<file path="config.mk">
export PLATFORM = sky130hd
export DESIGN_NAME = uart_to_sample
export DESIGN_NICKNAME = d
export VERILOG_FILES = /design/src/rtl/uart_pkg.sv /design/src/rtl/uart_byte_rx.sv /design/src/rtl/uart_to_sample.sv
export SDC_FILE = /design/constraint.sdc
export NUM_CORES = 1
export LEC_CHECK = 0
export ABC_AREA = 1
export ABC_CLOCK_PERIOD_IN_PS = 2300
export CORE_AREA = 2 2 98 100
export CTS_CLUSTER_DIAMETER = 120
export CTS_CLUSTER_SIZE = 10
export DETAILED_ROUTE_END_ITERATION = 6
export DIE_AREA = 0 0 100 102
export PLACE_DENSITY = 0.77
export SLEW_MARGIN = 20
export SYNTH_ARGS = -nofsm -noshare
export SYNTH_HDL_FRONTEND = slang
export SYNTH_SLANG_ARGS = --single-unit
</file>
<file path="constraint.sdc">
create_clock -name clk -period 2.3 [get_ports clk]
set_clock_uncertainty 0.2 [all_clocks]
set_input_delay 0.46 -clock clk [delete_from_list [all_inputs] [get_ports clk]]
set_output_delay 0.46 -clock clk [all_outputs]
set_load 0.1 [all_outputs]
</file>
<file path="src/rtl/uart_pkg.sv">
// Shared types and constants for the waveform UART receive path.
// Byte FSM state encodings live here so the bench and RTL agree.
package uart_pkg;

  localparam int UART_DATA_BITS = 8;
  localparam int SAMPLE_W       = 14;
  localparam int WAVE_NUM_W     = 16;
  localparam int N_SAMPLES_DEF  = 500;

  typedef logic [2:0] rx_state_t;

  localparam rx_state_t ST_IDLE  = 3'd0;
  localparam rx_state_t ST_START = 3'd1;
  localparam rx_state_t ST_DATA  = 3'd2;
  localparam rx_state_t ST_STOP  = 3'd3;
  localparam rx_state_t ST_BREAK = 3'd4;

endpackage

</file>
<file path="src/rtl/uart_byte_rx.sv">
// Serial line synchroniser and 8N1 byte deserialiser.
// Emits registered byte_valid / frame_err pulses and an idle flag.
module uart_byte_rx
  import uart_pkg::*;
#(
  parameter int CLKS_PER_BIT = 16
) (
  input  logic                      clk,
  input  logic                      reset,
  input  logic                      rx_i,
  output logic [UART_DATA_BITS-1:0] byte_o,
  output logic                      byte_valid_o,
  output logic                      frame_err_o,
  output logic                      idle_o
);

  localparam int CW = $clog2(CLKS_PER_BIT);
  localparam int BW = $clog2(UART_DATA_BITS);
  localparam logic [CW-1:0] HALF = CW'(CLKS_PER_BIT / 2 - 1);
  localparam logic [CW-1:0] FULL = CW'(CLKS_PER_BIT - 1);
  localparam logic [BW-1:0] LAST = BW'(UART_DATA_BITS - 1);

  logic                      s1_q, s2_q;
  rx_state_t                 state_q, state_d;
  logic [CW-1:0]             cnt_q, cnt_d;
  logic [BW-1:0]             bit_q, bit_d;
  logic [UART_DATA_BITS-1:0] sh_q, sh_d;
  logic                      bv_q, bv_d;
  logic                      fe_q, fe_d;

  always_comb begin
    state_d = state_q;
    cnt_d   = cnt_q + CW'(1);
    bit_d   = bit_q;
    sh_d    = sh_q;
    bv_d    = 1'b0;
    fe_d    = 1'b0;
    unique case (state_q)
      ST_IDLE: begin
        cnt_d = '0;
        bit_d = '0;
        if (!s2_q) state_d = ST_START;
      end
      ST_START: begin
        // Mid start bit: a high line here was a glitch.
        if (cnt_q == HALF) begin
          cnt_d   = '0;
          state_d = s2_q ? ST_IDLE : ST_DATA;
        end
      end
      ST_DATA: begin
        if (cnt_q == FULL) begin
          cnt_d = '0;
          sh_d  = {s2_q, sh_q[UART_DATA_BITS-1:1]};
          bit_d = bit_q + BW'(1);
          if (bit_q == LAST) state_d = ST_STOP;
        end
      end
      ST_STOP: begin
        if (cnt_q == FULL) begin
          cnt_d = '0;
          if (s2_q) begin
            bv_d    = 1'b1;
            state_d = ST_IDLE;
          end else begin
            fe_d    = 1'b1;
            state_d = ST_BREAK;
          end
        end
      end
      ST_BREAK: begin
        cnt_d = '0;
        if (s2_q) state_d = ST_IDLE;
      end
      default: state_d = ST_IDLE;
    endcase
  end

  always_ff @(posedge clk) begin
    if (reset) begin
      s1_q    <= 1'b1;
      s2_q    <= 1'b1;
      state_q <= ST_IDLE;
      cnt_q   <= '0;
      bit_q   <= '0;
      sh_q    <= '0;
      bv_q    <= 1'b0;
      fe_q    <= 1'b0;
    end else begin
      s1_q    <= rx_i;
      s2_q    <= s1_q;
      state_q <= state_d;
      cnt_q   <= cnt_d;
      bit_q   <= bit_d;
      sh_q    <= sh_d;
      bv_q    <= bv_d;
      fe_q    <= fe_d;
    end
  end

  assign byte_o       = sh_q;
  assign byte_valid_o = bv_q;
  assign frame_err_o  = fe_q;
  assign idle_o       = (state_q == ST_IDLE);

endmodule

</file>
<file path="src/rtl/uart_to_sample.sv">
// Reassembles 3-byte UART records into ADC samples and a wave trailer.
// Partial records are dropped on framing errors or a long idle gap.
module uart_to_sample
  import uart_pkg::*;
#(
  parameter int CLKS_PER_BIT = 16,
  parameter int N_SAMPLES    = N_SAMPLES_DEF,
  parameter int TIMEOUT_BITS = 64
) (
  input  logic                  clk,
  input  logic                  reset,
  input  logic                  rx,
  output logic [SAMPLE_W-1:0]   sample,
  output logic [7:0]            sample_index,
  output logic                  sample_valid,
  output logic                  seq_err,
  output logic [WAVE_NUM_W-1:0] wave_number,
  output logic                  wave_valid,
  output logic                  frame_err,
  output logic                  busy
);

  localparam int RW     = $clog2(N_SAMPLES + 1);
  localparam int TO_CYC = TIMEOUT_BITS * CLKS_PER_BIT;
  localparam int TW     = $clog2(TO_CYC);
  localparam logic [RW-1:0] REC_LAST = RW'(N_SAMPLES);
  localparam logic [TW-1:0] TO_LAST  = TW'(TO_CYC - 1);

  logic [7:0] rx_byte;
  logic       bv, fe, rx_idle;

  uart_byte_rx #(
    .CLKS_PER_BIT(CLKS_PER_BIT)
  ) u_byte (
    .clk         (clk),
    .reset       (reset),
    .rx_i        (rx),
    .byte_o      (rx_byte),
    .byte_valid_o(bv),
    .frame_err_o (fe),
    .idle_o      (rx_idle)
  );

  logic [RW-1:0]         rec_q, rec_d;
  logic [1:0]            slot_q, slot_d;
  logic [7:0]            hi_q, hi_d, lo_q, lo_d;
  logic [SAMPLE_W-1:0]   smp_q, smp_d;
  logic [7:0]            idx_q, idx_d;
  logic [WAVE_NUM_W-1:0] wn_q, wn_d;
  logic                  sv_q, sv_d, se_q, se_d, wv_q, wv_d;
  logic [TW-1:0]         to_q, to_d;
  logic [7:0]            exp_idx;
  logic                  waiting, timeout;

  assign busy    = (rec_q != '0) || (slot_q != '0);
  assign exp_idx = 8'(rec_q) + 8'd1;
  assign waiting = busy && rx_idle;
  assign timeout = waiting && (to_q == TO_LAST);

  always_comb begin
    rec_d  = rec_q;
    slot_d = slot_q;
    hi_d   = hi_q;
    lo_d   = lo_q;
    smp_d  = smp_q;
    idx_d  = idx_q;
    wn_d   = wn_q;
    sv_d   = 1'b0;
    se_d   = 1'b0;
    wv_d   = 1'b0;
    to_d   = '0;
    if (waiting && to_q != TO_LAST) to_d = to_q + TW'(1);
    else if (waiting)               to_d = to_q;
    if (fe) begin
      rec_d  = '0;
      slot_d = '0;
    end else if (bv) begin
      to_d = '0;
      unique case (slot_q)
        2'd0: begin
          hi_d   = rx_byte;
          slot_d = 2'd1;
        end
        2'd1: begin
          lo_d   = rx_byte;
          slot_d = 2'd2;
        end
        default: begin
          slot_d = '0;
          if (rec_q == REC_LAST) begin
            wn_d  = {hi_q, lo_q};
            wv_d  = 1'b1;
            rec_d = '0;
          end else begin
            smp_d = {hi_q[5:0], lo_q};
            idx_d = rx_byte;
            sv_d  = 1'b1;
            se_d  = (rx_byte != exp_idx);
            rec_d = rec_q + RW'(1);
          end
        end
      endcase
    end else if (timeout) begin
      rec_d  = '0;
      slot_d = '0;
    end
  end

  always_ff @(posedge clk) begin
    if (reset) begin
      rec_q  <= '0;
      slot_q <= '0;
      hi_q   <= '0;
      lo_q   <= '0;
      smp_q  <= '0;
      idx_q  <= '0;
      wn_q   <= '0;
      sv_q   <= 1'b0;
      se_q   <= 1'b0;
      wv_q   <= 1'b0;
      to_q   <= '0;
    end else begin
      rec_q  <= rec_d;
      slot_q <= slot_d;
      hi_q   <= hi_d;
      lo_q   <= lo_d;
      smp_q  <= smp_d;
      idx_q  <= idx_d;
      wn_q   <= wn_d;
      sv_q   <= sv_d;
      se_q   <= se_d;
      wv_q   <= wv_d;
      to_q   <= to_d;
    end
  end

  assign sample       = smp_q;
  assign sample_index = idx_q;
  assign sample_valid = sv_q;
  assign seq_err      = se_q;
  assign wave_number  = wn_q;
  assign wave_valid   = wv_q;
  assign frame_err    = fe;

endmodule

</file>
==> metrics.yaml, run 1 <==
p_comb_share_pct: 8.5
ys_types: 34
synth_top_family_by_area: "simple AND/OR/NAND/NOR gates"
drt_iter0_markers: 168
antenna_found_initial: 0
drt-met1-wl_mm: 4.38
drc: 0
top_layer: "met4"
p_leak_uw: 0.00194
cpPeakStageDelay_ps: 320
path_clk_slew_ps: 100
place_area_um2: 4880
grt_pass1_wl_mm: 16.0
synth-simple-area-share_pct: 26.2
layout_commonest_cell: "dfxtp_1"
critical_path_arrival_ps: 1510
pwr-share-clk_pct: 33.4
cts_tree: "yes"
required_ps: 1640
netlist_area_um2: 4460
internal_power_uw: 2230
regArea_um2: 2000
tightest_slew_ps: 547
synth_compound_gate_area_share_pct: 16.3
setup_violations: 0
crit_family: "buffers and inverters"
muxShareOfSynthArea_pct: 0
die_x_um: 100
gp_congestion: 0.916
path_buf_inv: 3
syn_area_per_cell_um2: 7.78
power_uw: 3060
start_kind: "flip-flop"
worstPathCellList: "inv_1 -> ha_2 -> nand3_1 -> nor2_4 -> inv_1 -> buf_12"
wl_mm: 9.36
htree_num_levels: 3
postRouteAntennaNets: 0
io_pins: 46
final_cell_mix: "dfxtp_1 (100), nand2_1 (94), inv_1 (69), a21oi_1 (69), buf_4 (52)"
clock_sinks: 100
insertion_delay_ps: 370
clock.fmax_mhz: 461
min_path_type: "flip-flop to flip-flop"
slew_headroom_pct: 63.5
wl_met2_mm: 4.49
vias: 3744
fin_crit_sh_pct: 94.4
setup_tns_ps: 0
cts_buffers: 9
dp_slack_ps: 203
seq_area_frac_synth_pct: 44.9
end_kind: "primary output"
min_period_ps: 2170
n_fill_cell: 856
grt_max_degree: 47
drive_above_1_share_pct: 19.6
synth_fp_nets: 582
synth_fa_ha_area_share_pct: 1.68
synth_xor_area_share_pct: 1.18
avgRoutedWirePerCell_um: 12.8
port_buffers: 45
finalHoldViolations: 0
firstDrtPassIters: 4
track_usage_pct: 19.3
power.density_nw_per_um2: 604
yosys_warnings: 0
ir_worst_vdd_mv: 0.377
maxCapViolCount: 0
num_antenna_cells: 0
crit_top_cell: "inv_1"
area_delta_synth_final_pct: 13.7
p_seq_share_pct: 58.1
die_y_um: 102
overflow: 0
grt_setup_unrepaired: "false"
ys_seq_elements: 100
cts-root-buf: "clkbuf_8"
core_um2: 9110
switching_share_pct: 27.0
cp_max_fo: 4
initial_core_util_pct: 48.9
wl_met3_um: 400
crit_type: "flip-flop to primary output"
multi_input_area_um2: 2030
die_area_um2: 10200
drv_slew: 0
cts_buffer_depth: 2
rows: 35
final_nets: 627
hpwl_mm: 6.87
status: "complete, no violations"
fin_ws_ps: 129
syn_inst: 573
switchingPower_uw: 826
drt-vias-per-instance: 5.11
cp_slowest_cell: "dfxtp_1"
grt_pass1_vias: 3530
final_area_um2: 5070
final timing paths:
kind                                from                      to  slack, ps  cells past startpoint
setup / recovery   rec_q[0]$_SDFFE_PP0P_                    busy        130                      6
hold / removal    u_byte.s1_q$_SDFF_PP1_  u_byte.s2_q$_SDFF_PP1_        220                      1
setup reg to reg   rec_q[1]$_SDFFE_PP0P_   rec_q[0]$_SDFFE_PP0P_        250                     11
hold reg to reg   u_byte.s1_q$_SDFF_PP1_  u_byte.s2_q$_SDFF_PP1_        220                      1
power by group through the flow:
stage          Combinational [uW]  Sequential, uW  Clock (uW)
2_1_floorplan                 203            1810           0
3_3_place_gp                  252            1820           0
3_5_place_dp                  258            1820           0
4_1_cts                       260            1780        1060
5_1_grt                       304            1780        1120
6_report                      261            1780        1020
cell type report:
type | instances | area share [%]
clock buffers | 9 | 2.44
clock inverters | 6 | 0.963
repair buffers | 56 | 8.89
multi-input cells | 379 | 40.1
well taps | 111 | 2.74
inverters | 72 | 5.33
flip-flops and latches | 100 | 39.5
cells by family after synthesis:
kind of cell / Yosys count
simple gates: 232
compound gates: 135
flops: 100
buf+inv: 94
xor+xnor: 6
fa+ha+maj: 6
worst reg2reg max path: stages (launching register included):
cell,delay [ps]
dfxtp_1,420
inv_1,70
ha_2,190
nand3_1,120
nor2_4,50
buf_4,140
nor2_4,190
nand2_1,120
nand2_1,110
nand2_1,140
o21ai_1,150
inv_1,50
cell usage after synthesis (all sizes together):
library cell	count	share of area, %
xnor2	1	0.20
or2	3	0.42
a21oi	80	9.9
o21ai	51	5.7
o211ai	1	0.17
clkbuf	8	0.67
xor2	5	0.98
nand3	66	9.9
ha	6	1.7
o31ai	1	0.17
dfxtp	100	45
buf	14	2.9
inv	72	6.1
nor2	46	4.4
nor3	16	2.4
nor4	1	0.14
nand2	97	8.4
a211oi	2	0.34
nand4	3	0.56
routing by layer:
layer | vias to the layer above | track usage [%]
met5 | - | 0
met4 | 0 | 6.11
met3 | 8 | 4.04
met2 | 67 | 33.6
met1 | 1704 | 24.3
li1 | 1965 | -
timing repair:
| item | CTS | global route |
|---|---|---|
| pin swaps | 0 | 1 |
| endpoints found under the setup margin | 1 | 1 |
| gates resized for setup | 2 | 1 |
| gates cloned | 0 | 0 |
| hold buffers | 0 | 0 |
| setup buffers | 0 | 1 |
per-stage QoR:
step / util, % / std cells / hold WS (ps)
floorplan: - / 573 / 189
global placement: 53.6 / 717 / 195
detailed placement: 53.6 / 717 / 198
CTS: 55.5 / 732 / 227
global route: 55.6 / 733 / 262
finish: 55.6 / 733 / 223
registers in the layout, indices dropped and copies added, names as in the netlist, 2 cells and up:
signal,count
u_byte.cnt_q,4
u_byte.byte_o,8
lo_q,8
rec_q,9
to_q,10
sample_index,8
sample,14
u_byte.state_q,3
hi_q,8
wave_number,16
slot_q,2
u_byte.bit_q,3
Power figures use the tool's default switching activity.
==> inputs of run 2 (changes only) <==
PLACE_DENSITY = 0.7   (was 0.77)
==> run 2 against run 1 <==
  * Register-to-register slack improved by 90 ps
  * Count of clock-buffer cells in the layout unchanged
  * Critical path depth is the same
  * Global-route usage shrank 0.18 points
  * Maximum frequency shrank 0.29%
  * Die area stayed put
  * Total power increased by 8.5%
  * Combinational power barely moved
  * Core utilization up 0.55 points
  * Highest routed layer unchanged
==> metrics.yaml, run 2 (same netlist as run 1, synthesis figures left out) <==
status: "complete, no violations"
path_clk_slew_ps: 100
largest_reg_flops: 16
num_antenna_cells: 0
tightest_slew_ps: 532
drv_slew: 0
grtUsageMet1_pct: 24.3
cp_max_fo: 4
fin_ws_ps: 123
p_leak_uw: 0.00196
core_um2: 9110
grt_pass1_wl_mm: 15.8
fin_crit_sh_pct: 94.7
required_ps: 1640
drive_above_1_share_pct: 19.6
switchingPower_uw: 855
clock_sinks: 100
grt_pass1_vias: 3501
ir_worst_vdd_mv: 0.274
die_y_um: 102
cts_tree: "yes"
final_cell_mix: "dfxtp_1 (100), nand2_1 (94), inv_1 (69), a21oi_1 (69), buf_4 (51)"
io_pins: 46
insertion_delay_ps: 370
cts_buffers: 9
drc: 0
gp_congestion: 0.812
min_path_type: "flip-flop to flip-flop"
grt-busiest-layer: "met2"
clock.fmax_mhz: 459
area_delta_synth_final_pct: 14.8
end_kind: "primary output"
internal_power_uw: 2470
wl_mm: 9.15
critical_path_arrival_ps: 1520
port_buffers: 45
p_seq_share_pct: 53.5
antenna_found_initial: 0
cts-root-buf: "clkbuf_8"
p_comb_share_pct: 7.8
power.density_nw_per_um2: 649
track_usage_pct: 19.2
htree_num_levels: 3
setup_violations: 0
cts_setup_buffers: 0
die_area_um2: 10200
rows: 35
min_period_ps: 2180
initial_core_util_pct: 48.9
start_kind: "flip-flop"
utilization_pct: 56.2
dp_slack_ps: 260
drt_iter0_markers: 145
use_met2_pct: 33.4
postRouteAntennaNets: 0
met3_usage_pct: 4.58
die_x_um: 100
layout_commonest_cell: "dfxtp_1"
avgRoutedWirePerCell_um: 12.5
cts_buffer_depth: 2
pwr-share-clk_pct: 38.6
slew_headroom_pct: 64.5
finalHoldViolations: 0
maxCapViolCount: 0
overflow: 0
vias: 3744
n_fill_cell: 847
grt_max_degree: 47
crit_type: "flip-flop to primary output"
switching_share_pct: 25.7
hpwl_mm: 6.63
drt-vias-per-instance: 5.11
final_nets: 626
firstDrtPassIters: 4
==> run 2: worst paths after layout <==
check,from,endpoint,depth (start not counted),slack (ps)
worst min-delay path,u_byte.s1_q$_SDFF_PP1_,u_byte.s2_q$_SDFF_PP1_,1,230
worst max-delay path,rec_q[0]$_SDFFE_PP0P_,busy,6,120
worst max register to register,rec_q[1]$_SDFFE_PP0P_,rec_q[3]$_SDFFE_PP0P_,10,340
worst min register to register,u_byte.s1_q$_SDFF_PP1_,u_byte.s2_q$_SDFF_PP1_,1,230
==> run 2: power groups by stage <==
stage / registers, uW / logic [uW] / clock network (uW)
detailed placement: 1820 / 258 / 0
global route: 1780 / 300 / 1380
floorplan: 1810 / 203 / 0
CTS: 1780 / 258 / 1300
finish: 1780 / 260 / 1280
global placement: 1820 / 253 / 0
==> run 2: area by class of cell <==
type                            instances  area (um2)  share of cell area (%)
Timing Repair Buffer                   55         443                    8.65
Multi-Input combinational cell        379        2030                    39.7
Sequential cell                       100        2000                    39.1
Clock inverter                          7         106                    2.08
Inverter                               72         270                    5.28
Clock buffer                            9         124                    2.42
Tap cell                              111         139                    2.71
==> run 2: timing repair <==
| action | CTS | global route |
|---|---|---|
| hold buffers | 0 | 0 |
| setup endpoints to repair | 1 | 1 |
| resized for setup | 1 | 2 |
| pin swaps | 0 | 1 |
==> run 2: routing by layer <==
| layer | routed length, um | up-vias |
|---|---|---|
| met5 | 0 | - |
| met4 | 101 | 0 |
| met3 | 375 | 9 |
| met2 | 4220 | 71 |
| met1 | 4450 | 1690 |
| li1 | - | 1974 |
==> run 2: per-stage QoR <==
stage	instance area [um2]	hold slack, ps	setup TNS, ps	power (uW)	std cells
after floorplan	4460	189	0	2010	573
after global placement	4880	196	0	2070	717
after detailed placement	4880	199	0	2070	717
after CTS	5110	233	0	3340	733
after global routing	5120	248	-2.54	3460	733
final	5120	226	0	3320	733
==> run 2: worst max-delay path: stages (launching register included) <==
cell and delay [ps]:
dfxtp_1 320, inv_1 110, ha_2 200, nand3_1 110, nor2_4 150, inv_1 90, buf_12 170
==> inputs of run 3 (changes only) <==
ABC_CLOCK_PERIOD_IN_PS = default   (was 2300)
==> results of run 3 <==
Final layout, timing and power as in run 2 (identical DEF).
